<file path="config.mk">
export PLATFORM = sky130hd
export DESIGN_NAME = imm_decode_stage
export DESIGN_NICKNAME = d
export VERILOG_FILES = /design/src/rtl/imm_decode_stage.sv
export SDC_FILE = /design/constraint.sdc
export NUM_CORES = 1
export LEC_CHECK = 0
export CAP_MARGIN = 20
export CORE_AREA = 8 8 105 203
export DETAILED_ROUTE_END_ITERATION = 8
export DIE_AREA = 0 0 113 211
export PLACE_DENSITY = 0.76
export SKIP_LAST_GASP = 1
export SYNTH_ARGS = -nofsm -noshare
export SYNTH_HDL_FRONTEND = slang
export SYNTH_SLANG_ARGS = --single-unit
</file>
<file path="constraint.sdc">
create_clock -name clk -period 2.15 [get_ports clk]
set_input_delay 0.5375 -clock clk [delete_from_list [all_inputs] [get_ports clk]]
set_output_delay 0.5375 -clock clk [all_outputs]
set_load 0.05 [all_outputs]
</file>
<file path="src/rtl/imm_decode_stage.sv">
// Immediate-decode stage: decodes RV32I/RV64I immediates from the incoming word and
// queues {ins, pc, imm, fmt} in a two-entry skid buffer with valid/ready on both sides.
module imm_decode_stage #(
    parameter int XLEN = 32
) (
    input  logic            clk,
    input  logic            rst,
    input  logic            flush,
    input  logic            in_valid,
    output logic            in_ready,
    input  logic [31:0]     in_ins,
    input  logic [XLEN-1:0] in_pc,
    output logic            out_valid,
    input  logic            out_ready,
    output logic [31:0]     out_ins,
    output logic [XLEN-1:0] out_pc,
    output logic [XLEN-1:0] out_imm,
    output logic [2:0]      out_fmt
);
    localparam logic [2:0] FMT_NONE = 3'd0, FMT_I = 3'd1, FMT_S = 3'd2, FMT_B = 3'd3,
                           FMT_U = 3'd4, FMT_J = 3'd5, FMT_SH = 3'd6, FMT_Z = 3'd7;

    typedef struct packed {
        logic [31:0]     ins;
        logic [XLEN-1:0] pc;
        logic [XLEN-1:0] imm;
        logic [2:0]      fmt;
    } entry_t;

    function automatic entry_t decode(input logic [31:0] ins, input logic [XLEN-1:0] pc);
        entry_t d;
        logic   sh_f3;
        sh_f3 = (ins[13:12] == 2'b01);  // funct3 001 or 101
        d.ins = ins;
        d.pc  = pc;
        d.imm = '0;
        d.fmt = FMT_NONE;
        case (ins[6:0])
            7'b0000011, 7'b1100111: begin
                d.fmt = FMT_I;
                d.imm = XLEN'($signed(ins[31:20]));
            end
            7'b0010011: begin
                if (sh_f3) begin
                    d.fmt = FMT_SH;
                    d.imm = (XLEN == 64) ? XLEN'(ins[25:20]) : XLEN'(ins[24:20]);
                end else begin
                    d.fmt = FMT_I;
                    d.imm = XLEN'($signed(ins[31:20]));
                end
            end
            7'b0011011: begin
                if (XLEN == 64) begin
                    if (sh_f3) begin
                        d.fmt = FMT_SH;
                        d.imm = XLEN'(ins[24:20]);
                    end else begin
                        d.fmt = FMT_I;
                        d.imm = XLEN'($signed(ins[31:20]));
                    end
                end
            end
            7'b0100011: begin
                d.fmt = FMT_S;
                d.imm = XLEN'($signed({ins[31:25], ins[11:7]}));
            end
            7'b1100011: begin
                d.fmt = FMT_B;
                d.imm = XLEN'($signed({ins[31], ins[7], ins[30:25], ins[11:8], 1'b0}));
            end
            7'b0110111, 7'b0010111: begin
                d.fmt = FMT_U;
                d.imm = XLEN'($signed({ins[31:12], 12'b0}));
            end
            7'b1101111: begin
                d.fmt = FMT_J;
                d.imm = XLEN'($signed({ins[31], ins[19:12], ins[20], ins[30:21], 1'b0}));
            end
            7'b1110011: begin
                if (ins[14]) begin
                    d.fmt = FMT_Z;
                    d.imm = XLEN'(ins[19:15]);
                end
            end
            default: ;
        endcase
        return d;
    endfunction

    entry_t     head, tail, nxt;
    logic [1:0] count;
    logic       push, pop;

    assign nxt       = decode(in_ins, in_pc);
    assign in_ready  = (count != 2'd2);
    assign out_valid = (count != 2'd0);
    assign push      = in_valid && in_ready;
    assign pop       = out_valid && out_ready;

    assign out_ins = head.ins;
    assign out_pc  = head.pc;
    assign out_imm = head.imm;
    assign out_fmt = head.fmt;

    // head is always the oldest entry; tail only matters when count is 2
    always_ff @(posedge clk) begin
        if (rst) begin
            count <= 2'd0;
            head  <= '0;
            tail  <= '0;
        end else if (flush) begin
            count <= 2'd0;
        end else begin
            case ({push, pop})
                2'b10: begin
                    if (count == 2'd0) head <= nxt;
                    else               tail <= nxt;
                    count <= count + 2'd1;
                end
                2'b01: begin
                    head  <= tail;
                    count <= count - 2'd1;
                end
                2'b11: head <= nxt;  // only reachable with count 1
                default: ;
            endcase
        end
    end
endmodule

</file>
[Word-level counts from Yosys, hierarchy flattened]
Index checks and enable logic that the tools add are counted.
Storage, ports and cells
  bits in latches: 0
  memory bits (read-only): 0
  logic and storage cells: 45
  flip-flop bits (word level): 200
  memories kept: 0
  memory bits (writable): 0
  bits of input ports: 69
Cells by class
  shifts and indexed selects: 0
  bitwise gates (word level): 2
  magnitude comparators: 0
  multipliers: 0
  mux-type cells: 6
  reductions and logical operators: 11
  divide/modulo/power cells: 0
  equality and inequality tests: 15
  add/subtract/negate cells: 2
Operators by type and width (number)
  99-bit case mux with 3 select lines: 1
  35-bit case mux with 7 select lines: 1
  99-bit two-way mux: 1
  35-bit two-way mux: 1
  7-bit equality test (second input constant): 4
  7-bit by 5-bit equality test with 1-bit output (second input constant): 2
  7-bit by 6-bit equality test with 1-bit output (second input constant): 2
  8-bit two-way mux: 1
  7-bit by 2-bit equality test with 1-bit output (second input constant): 1
  3-bit AND reduction: 2
  2-bit OR reduction: 3
  2-bit by 1-bit equality test with 1-bit output (second input constant): 2
  2-bit equality test (second input constant): 2
  2-bit != test (second input constant): 2
  2-bit case mux with 2 select lines: 1
  2-bit nonzero test: 2
  3-bit nonzero test: 1
  2-bit by 1-bit adder with 2-bit output (second input constant): 1
  1-bit logical AND: 2
  2-bit zero test: 1
  1-bit NOT: 2
  2-bit by 1-bit subtractor with 2-bit output (second input constant): 1

[Longest topological paths before layout]
Gate-level depths: netlist (run 1).
  word-level depth: 5
  gate-level depth with buffers: 11

[Worst setup path before layout (run 1)]
OpenSTA, ideal clock, no wires.
  path type: register to register
  start: register count[0]
  end: register head, in the netlist out_imm[21]
  cell stages (with the launch flop): 9
  data required time: 2016 ps
  data arrival time: 2435 ps
  path slack: -419 ps
  path through: dfxtp_1 > nand2b_1 > nand2_1 > ha_1 > nor2_1 > nand2_1 > nor2_1 > clkbuf_1 > a31oi_1
On the way
  word-level cells in the longest chain between the ends: 5
  elaborated cells between the ends (all ways): 12
Ends and longest elaborated chain
  start, declared: RTL line 91  | logic [1:0] count;
  start signal, assigned: RTL line 118  | count <= count + 2'd1;
  start signal, assigned: RTL line 122  | count <= count - 2'd1;
  2-bit != test *: RTL line 95  | assign in_ready = (count != 2'd2);
  via in_ready: RTL line 10  | output logic in_ready,
  1-bit logical AND *: RTL line 97  | assign push = in_valid && in_ready;
  2-bit equality test / 2-bit by 1-bit equality test with 1-bit output (equally long branches): RTL line 114  | case ({push, pop})
  2-bit != test (no source line) / 3-bit nonzero test (equally long branches)
  3-bit AND reduction (no source line)
  end signal, assigned: RTL line 116  | if (count == 2'd0) head <= nxt;
  end signal, assigned: RTL line 121  | head <= tail;
  end signal, assigned: RTL line 124  | 2'b11: head <= nxt;
  end, declared: RTL line 90  | entry_t head, tail, nxt;
The timed path passes the listed nets; every way through them passes the cells marked *.
A chain may end at the register's enable or synchronous reset.

[Worst setup path after layout (run 1)]
  start: register head, in the netlist out_imm[30]
  end: output port out_imm[30]
RTL lines
  end, declared: RTL line 17  | output logic [XLEN-1:0] out_imm,
No word-level cell between the ends.

==> flow_summary.yaml, run 1 <==
floorplan:
  dieWidth_um: 113
  std_cell_rows: 71
  floorplan.die.height_um: 211
  initial_core_util: 0.461
  core_area_um2: 18700
  area_of_the_die_um2: 23800
  floorplan.io_pins: 170
grt:
  wire_length_of_the_first_global_routing_pass_um: 41700
  grt_antenna_before_repair: 0
  largest_net_degree_at_the_start_of_global_routing: 68
  first_global_vias: 8118
  grt.total_usage: 0.219
  global_route.overflow_total: 0
hold_path:
  hold_path_class: "register to register"
layout:
  antenna-diode-count: 0
  final_layout_size_suffix_gt1_frac: 0.168
  layout.cells.most_common_list: "dfxtp_1 (198), nand2_1 (158), buf_4 (111), nor2_1 (105), a21oi_1 (90)"
  nNetsFinal: 1269
  syn2layout_area_growth_pct: 39.1
  instances_no_fill: 1428
  stdcell_area_um2: 12000
  post-route-util: 0.642
  final_common_cell: "dfxtp_1"
power_and_ir_drop:
  power_per_cell_area_nw_per_um2: 765
  max-vdd-ir-drop_mv: 0.487
  p_leak_uw: 0.00454
setup_path:
  critPathCaptureType: "output pin"
  worst_ep_arrival_time_ps: 1590
  critPathBufInv: 1
  crit_chain: "clkdlybuf4s50_1"
  critPathMaxFanout: 2
  crit_required_ps: 1610
  cp_top_family: "buffers and inverters"
  timing.critical_path.slowest_stage_cell: "clkdlybuf4s50_1"
  peak_per_stage_delay_on_the_critical_path_ps: 820
  timing_worst_setup_path_type: "register to output pin"
  cp-start-kind: "register"
sta:
  fmaxAchievable_ghz: 0.469
  setup-violations-final: 0
  setup_slack_ps: 18.0
  worst_setup_skew_after_layout_ps: 9.14
  final_hold_viol_count: 0
  maxSlewHeadroom: 0.524
  finalWorstPathRequiredPeriod_ps: 2130
  layout_worst_path_cycle_share: 0.992
  report.final.slew_viol_count: 0
  tns_ps: 0
  rsz0062_at_grt: "true"
  worstMarginPinSlew_ps: 714
clock_network:
  clock-sinks: 200
  clock-root-buffer: "clkbuf_16"
  cts_made_buffers: 17
  ctsHtreeMaxLevel: 4
  holdBufCountCts: 0
  worst_skew_pair.late_latency_ps: 430
  cts.clk_slew.worst_paths_ps: 70
  max-clock-path-buffers: 2
  cts_tree: "built"
route:
  routed_wirelength_um: 26900
  via_per_inst: 5.76
  drt_drc_violations_left: 0
  route.antenna.remaining_nets: 0
  firstDrtPassIters: 5
  detailedRoute.firstIterationViolations: 474
  routed-via-count: 8231
  route.detailed.wl_per_inst_um: 18.8
synth:
  synth-simple-area-share: 0.183
  main_combinational_cell_family_by_area_after_synthesis: "compound AO/OA/AOI/OAI gates"
  post_synth_fa_ha_maj_area_fraction: 0.00436
  synth_compound_area_frac: 0.221
  post_synth_num_cell_types: 52
  synth.top_cell.area_share: 0.465
  post_synth_mux_area_share: 0.0698
  synth-seq-cells: 200
  mappedNetlistArea_um2: 8610
  post_synth_main_area_contributors: "dfxtp_1 (47%), mux2i_1 (7.0%), nand2_1 (7.0%), a211oi_1 (6.8%), a21oi_1 (5.2%)"
  synthesis.area_per_instance_um2: 8.64
  yosys.area.top_type: "dfxtp_1"
  count_of_flip_flops_with_a_built_in_enable_after_synthesis: 0
  synth_fp_nets: 1068
  cell_count_after_synthesis: 996
  synthesis.yosys.warnings: 0
  yosys.area_share.xor_xnor: 0.00407
  synthArstFlopShare: 0
  yosys_most_used_dff: "dfxtp_1"
  yosysSeqAreaShare: 0.465
place:
  numPlacedInstances: 1393
  routability_driven_placement_congestion_ratio: 0.864
  port_buffers: 169
  detailed_place_hpwl_um: 19500
  pre_cts_ws_ps: -628
  placed_cell_area_um2: 11200
run_status:
  outcome: "complete, no violations"
run:
  drv.max_cap_violation_count: 0
-- where the power goes --
part	internal, uW	total [uW]	switching [uW]
clock network	1860	3250	1400
registers	3900	4000	106
logic	726	1910	1180
-- final timing paths --
check,cells after the start,slack [ps],from,end
setup / recovery,1,20,out_imm[30],out_imm[30]
hold / removal,2,460,tail[86],tail[86]
setup reg to reg,9,80,count[1],out_imm[21]
hold reg to reg,2,460,tail[86],tail[86]
-- final cells by class --
type,instances,area (um^2)
fillers,1532,6680
multi-input cells,681,4250
flip-flops and latches,200,4010
repair buffers,276,2770
clock buffers,20,447
well taps,219,274
clock inverters,11,149
inverters,21,78.8
-- through the flow --
stage          total power (uW)  hold WS [ps]
2_1_floorplan              5190           436
3_3_place_gp               5970           440
3_5_place_dp               6000           446
4_1_cts                    9210           454
5_1_grt                    9480           469
6_report                   9170           455
-- state kept, by name, summed over array words and instances, names as in the netlist --
register,flops
tail,99
out_pc,32
count,2
out_fmt,3
out_ins,32
out_imm,32
-- cell families after synthesis --
group / Yosys count
buffers and inverters: 115
DFF: 200
adders and majority gates: 3
and+or+nand+nor: 346
muxes: 60
xor gates and xnor gates: 4
AOI/OAI and AO/OA: 268
-- what timing repair did --
| item | in CTS | in global routing |
|---|---|---|
| buffers inserted | 1 | 2 |
| setup endpoints to repair | 64 | 168 |
| cloned | 0 | 1 |
| pin swaps | 1 | 2 |
| resized for setup | 33 | 29 |
-- cells in the mapped netlist, types with 2 or more instances --
cell	instances
dfxtp_1	200
nand2_1	160
nor2_1	107
a21oi_1	90
a211oi_1	78
clkbuf_1	74
mux2i_1	60
inv_1	21
o21ai_0	21
nor3_1	20
a311oi_1	19
nand3b_1	13
a221oi_1	11
a311o_1	11
a31oi_1	11
buf_2	11
nand4b_1	10
a311oi_2	9
buf_1	7
nor2b_1	7
nand2b_1	6
o41ai_1	6
nand3_1	4
ha_1	3
xor2_1	3
a2111oi_0	2
a32o_1	2
nand4_1	2
nor4_1	2
or2_2	2
or3_1	2
or4_1	2
-- worst register-to-register path, delay by kind of cell, from the launching register on --
kind                     cells  cell delay (ps)
AO/OA/AOI/OAI                3              590
AND/OR/NAND/NOR              3              590
buffers and inverters        2              290
flip-flops                   1              360
adder cells (fa/ha/maj)      1              170
-- metal layers --
layer,part of all wire,wire length (um),vias to the layer above,track usage
met5,0,0,-,0
met4,0.045,1210,0,0.125
met3,0.049,1330,62,0.0447
met2,0.54,14500,278,0.406
met1,0.37,9820,3929,0.221
li1,-,-,3962,-
(Power assumes the default switching activity.)
==> inputs of run 2 (changes only) <==
- SKIP_LAST_GASP: 1 -> unset
==> flow_summary.yaml, run 2 (synthesis results as in run 1) <==
run_status:
  outcome: "complete, no violations"
setup_path:
  worstRegToRegCells: 9
  timing_worst_setup_path_type: "register to output pin"
  cp_top_family: "buffers and inverters"
  crit_chain: "clkdlybuf4s50_1"
  critPathMaxFanout: 2
  critPathCaptureType: "output pin"
  timing.critical_path.slowest_stage_cell: "clkdlybuf4s50_1"
  cp-start-kind: "register"
  critPathBufInv: 1
  worst_ep_arrival_time_ps: 1590
  peak_per_stage_delay_on_the_critical_path_ps: 820
  crit_cells: 1
  crit_required_ps: 1610
sta:
  maxSlewHeadroom: 0.525
  report.final.slew_viol_count: 0
  worst_setup_skew_after_layout_ps: 9.29
  fmaxAchievable_ghz: 0.469
  worstMarginPinSlew_ps: 712
  rsz0062_at_grt: "true"
  final_hold_viol_count: 0
  setup-violations-final: 0
  finalWorstPathRequiredPeriod_ps: 2130
  tns_ps: 0
  layout_worst_path_cycle_share: 0.991
clock_network:
  holdBufCountCts: 0
  ctsHtreeMaxLevel: 4
  clock-sinks: 200
  cts.clk_slew.worst_paths_ps: 70
  cts_made_buffers: 17
  worst_skew_pair.late_latency_ps: 430
  max-clock-path-buffers: 2
  cts_tree: "built"
  clock-root-buffer: "clkbuf_16"
grt:
  wire_length_of_the_first_global_routing_pass_um: 41700
  grt.total_usage: 0.219
  global_route.overflow_total: 0
  largest_net_degree_at_the_start_of_global_routing: 68
  first_global_vias: 8118
  grt_antenna_before_repair: 0
floorplan:
  floorplan.io_pins: 170
  floorplan.die.height_um: 211
  dieWidth_um: 113
  area_of_the_die_um2: 23800
  initial_core_util: 0.461
  std_cell_rows: 71
  core_area_um2: 18700
run:
  drv.max_cap_violation_count: 0
layout:
  nNetsFinal: 1269
  final_layout_size_suffix_gt1_frac: 0.168
  layout.cells.most_common_list: "dfxtp_1 (198), nand2_1 (158), buf_4 (111), nor2_1 (105), a21oi_1 (90)"
  final_common_cell: "dfxtp_1"
  post-route-util: 0.642
  largest-register: "tail"
  syn2layout_area_growth_pct: 39.1
  layout.filler_cells: 1532
  antenna-diode-count: 0
  max_ffs_per_register: 99
  multi_input_area_um2: 4250
  ff_latch_area_um2: 4010
  stdcell_area_um2: 12000
route:
  routed_wirelength_um: 26900
  route.antenna.remaining_nets: 0
  detailedRoute.firstIterationViolations: 543
  firstDrtPassIters: 5
  drt_drc_violations_left: 0
  route.detailed.wl_per_inst_um: 18.8
  routed-via-count: 8210
  via_per_inst: 5.75
power_and_ir_drop:
  p_leak_uw: 0.00454
  power_per_cell_area_nw_per_um2: 765
  final_power_uw: 9170
  max-vdd-ir-drop_mv: 0.486
place:
  routability_driven_placement_congestion_ratio: 0.864
  placed_cell_area_um2: 11200
  port_buffers: 169
  detailed_place_hpwl_um: 19500
hold_path:
  hold_path_class: "register to register"
  hold-path-cell-count: 2
run 2: cell counts in the layout (fill, tap and decap cells not counted):
Identical to the previous run, type by type.
run 2: area by class of cell:
class	instances	share of cell area
Multi-Input combinational cell	681	0.355
Sequential cell	200	0.335
Timing Repair Buffer	276	0.231
Clock buffer	20	0.0373
Tap cell	219	0.0229
Clock inverter	11	0.0124
Inverter	21	0.00658
run 2: what timing repair did:
item                       in CTS  in global routing
cloned                          0                  1
buffers inserted                1                  2
setup endpoints to repair      64                168
pin swaps                       1                  4
resized for setup              33                 29
run 2: worst paths after layout:
kind,from,to,slack (ps)
setup reg to reg,count[1],out_imm[21],80
setup / recovery,out_imm[30],out_imm[30],20
hold reg to reg,tail[86],tail[86],450
hold / removal,tail[86],tail[86],450
run 2: report_power, final:
part / internal (uW) / switching (uW) / total [uW]
Combinational: 726 / 1180 / 1910
Sequential: 3900 / 106 / 4000
Clock: 1860 / 1400 / 3250
Total: 6480 / 2690 / 9170
run 2: stage by stage:
step / worst slack, ps / hold WS (ps) / cells
detailed placement: -628 / 446 / 1393
global route: -16.7 / 469 / 1428
global placement: -556 / 440 / 1393
floorplan: -24.8 / 436 / 996
finish: 18.8 / 452 / 1428
CTS: 0.334 / 454 / 1425
run 2: routing by layer:
layer	part of all wire	vias up	GRT usage
met5	0	-	0
met3	0.053	65	0.0447
met2	0.54	281	0.406
met4	0.045	0	0.125
li1	-	3958	-
met1	0.36	3906	0.221
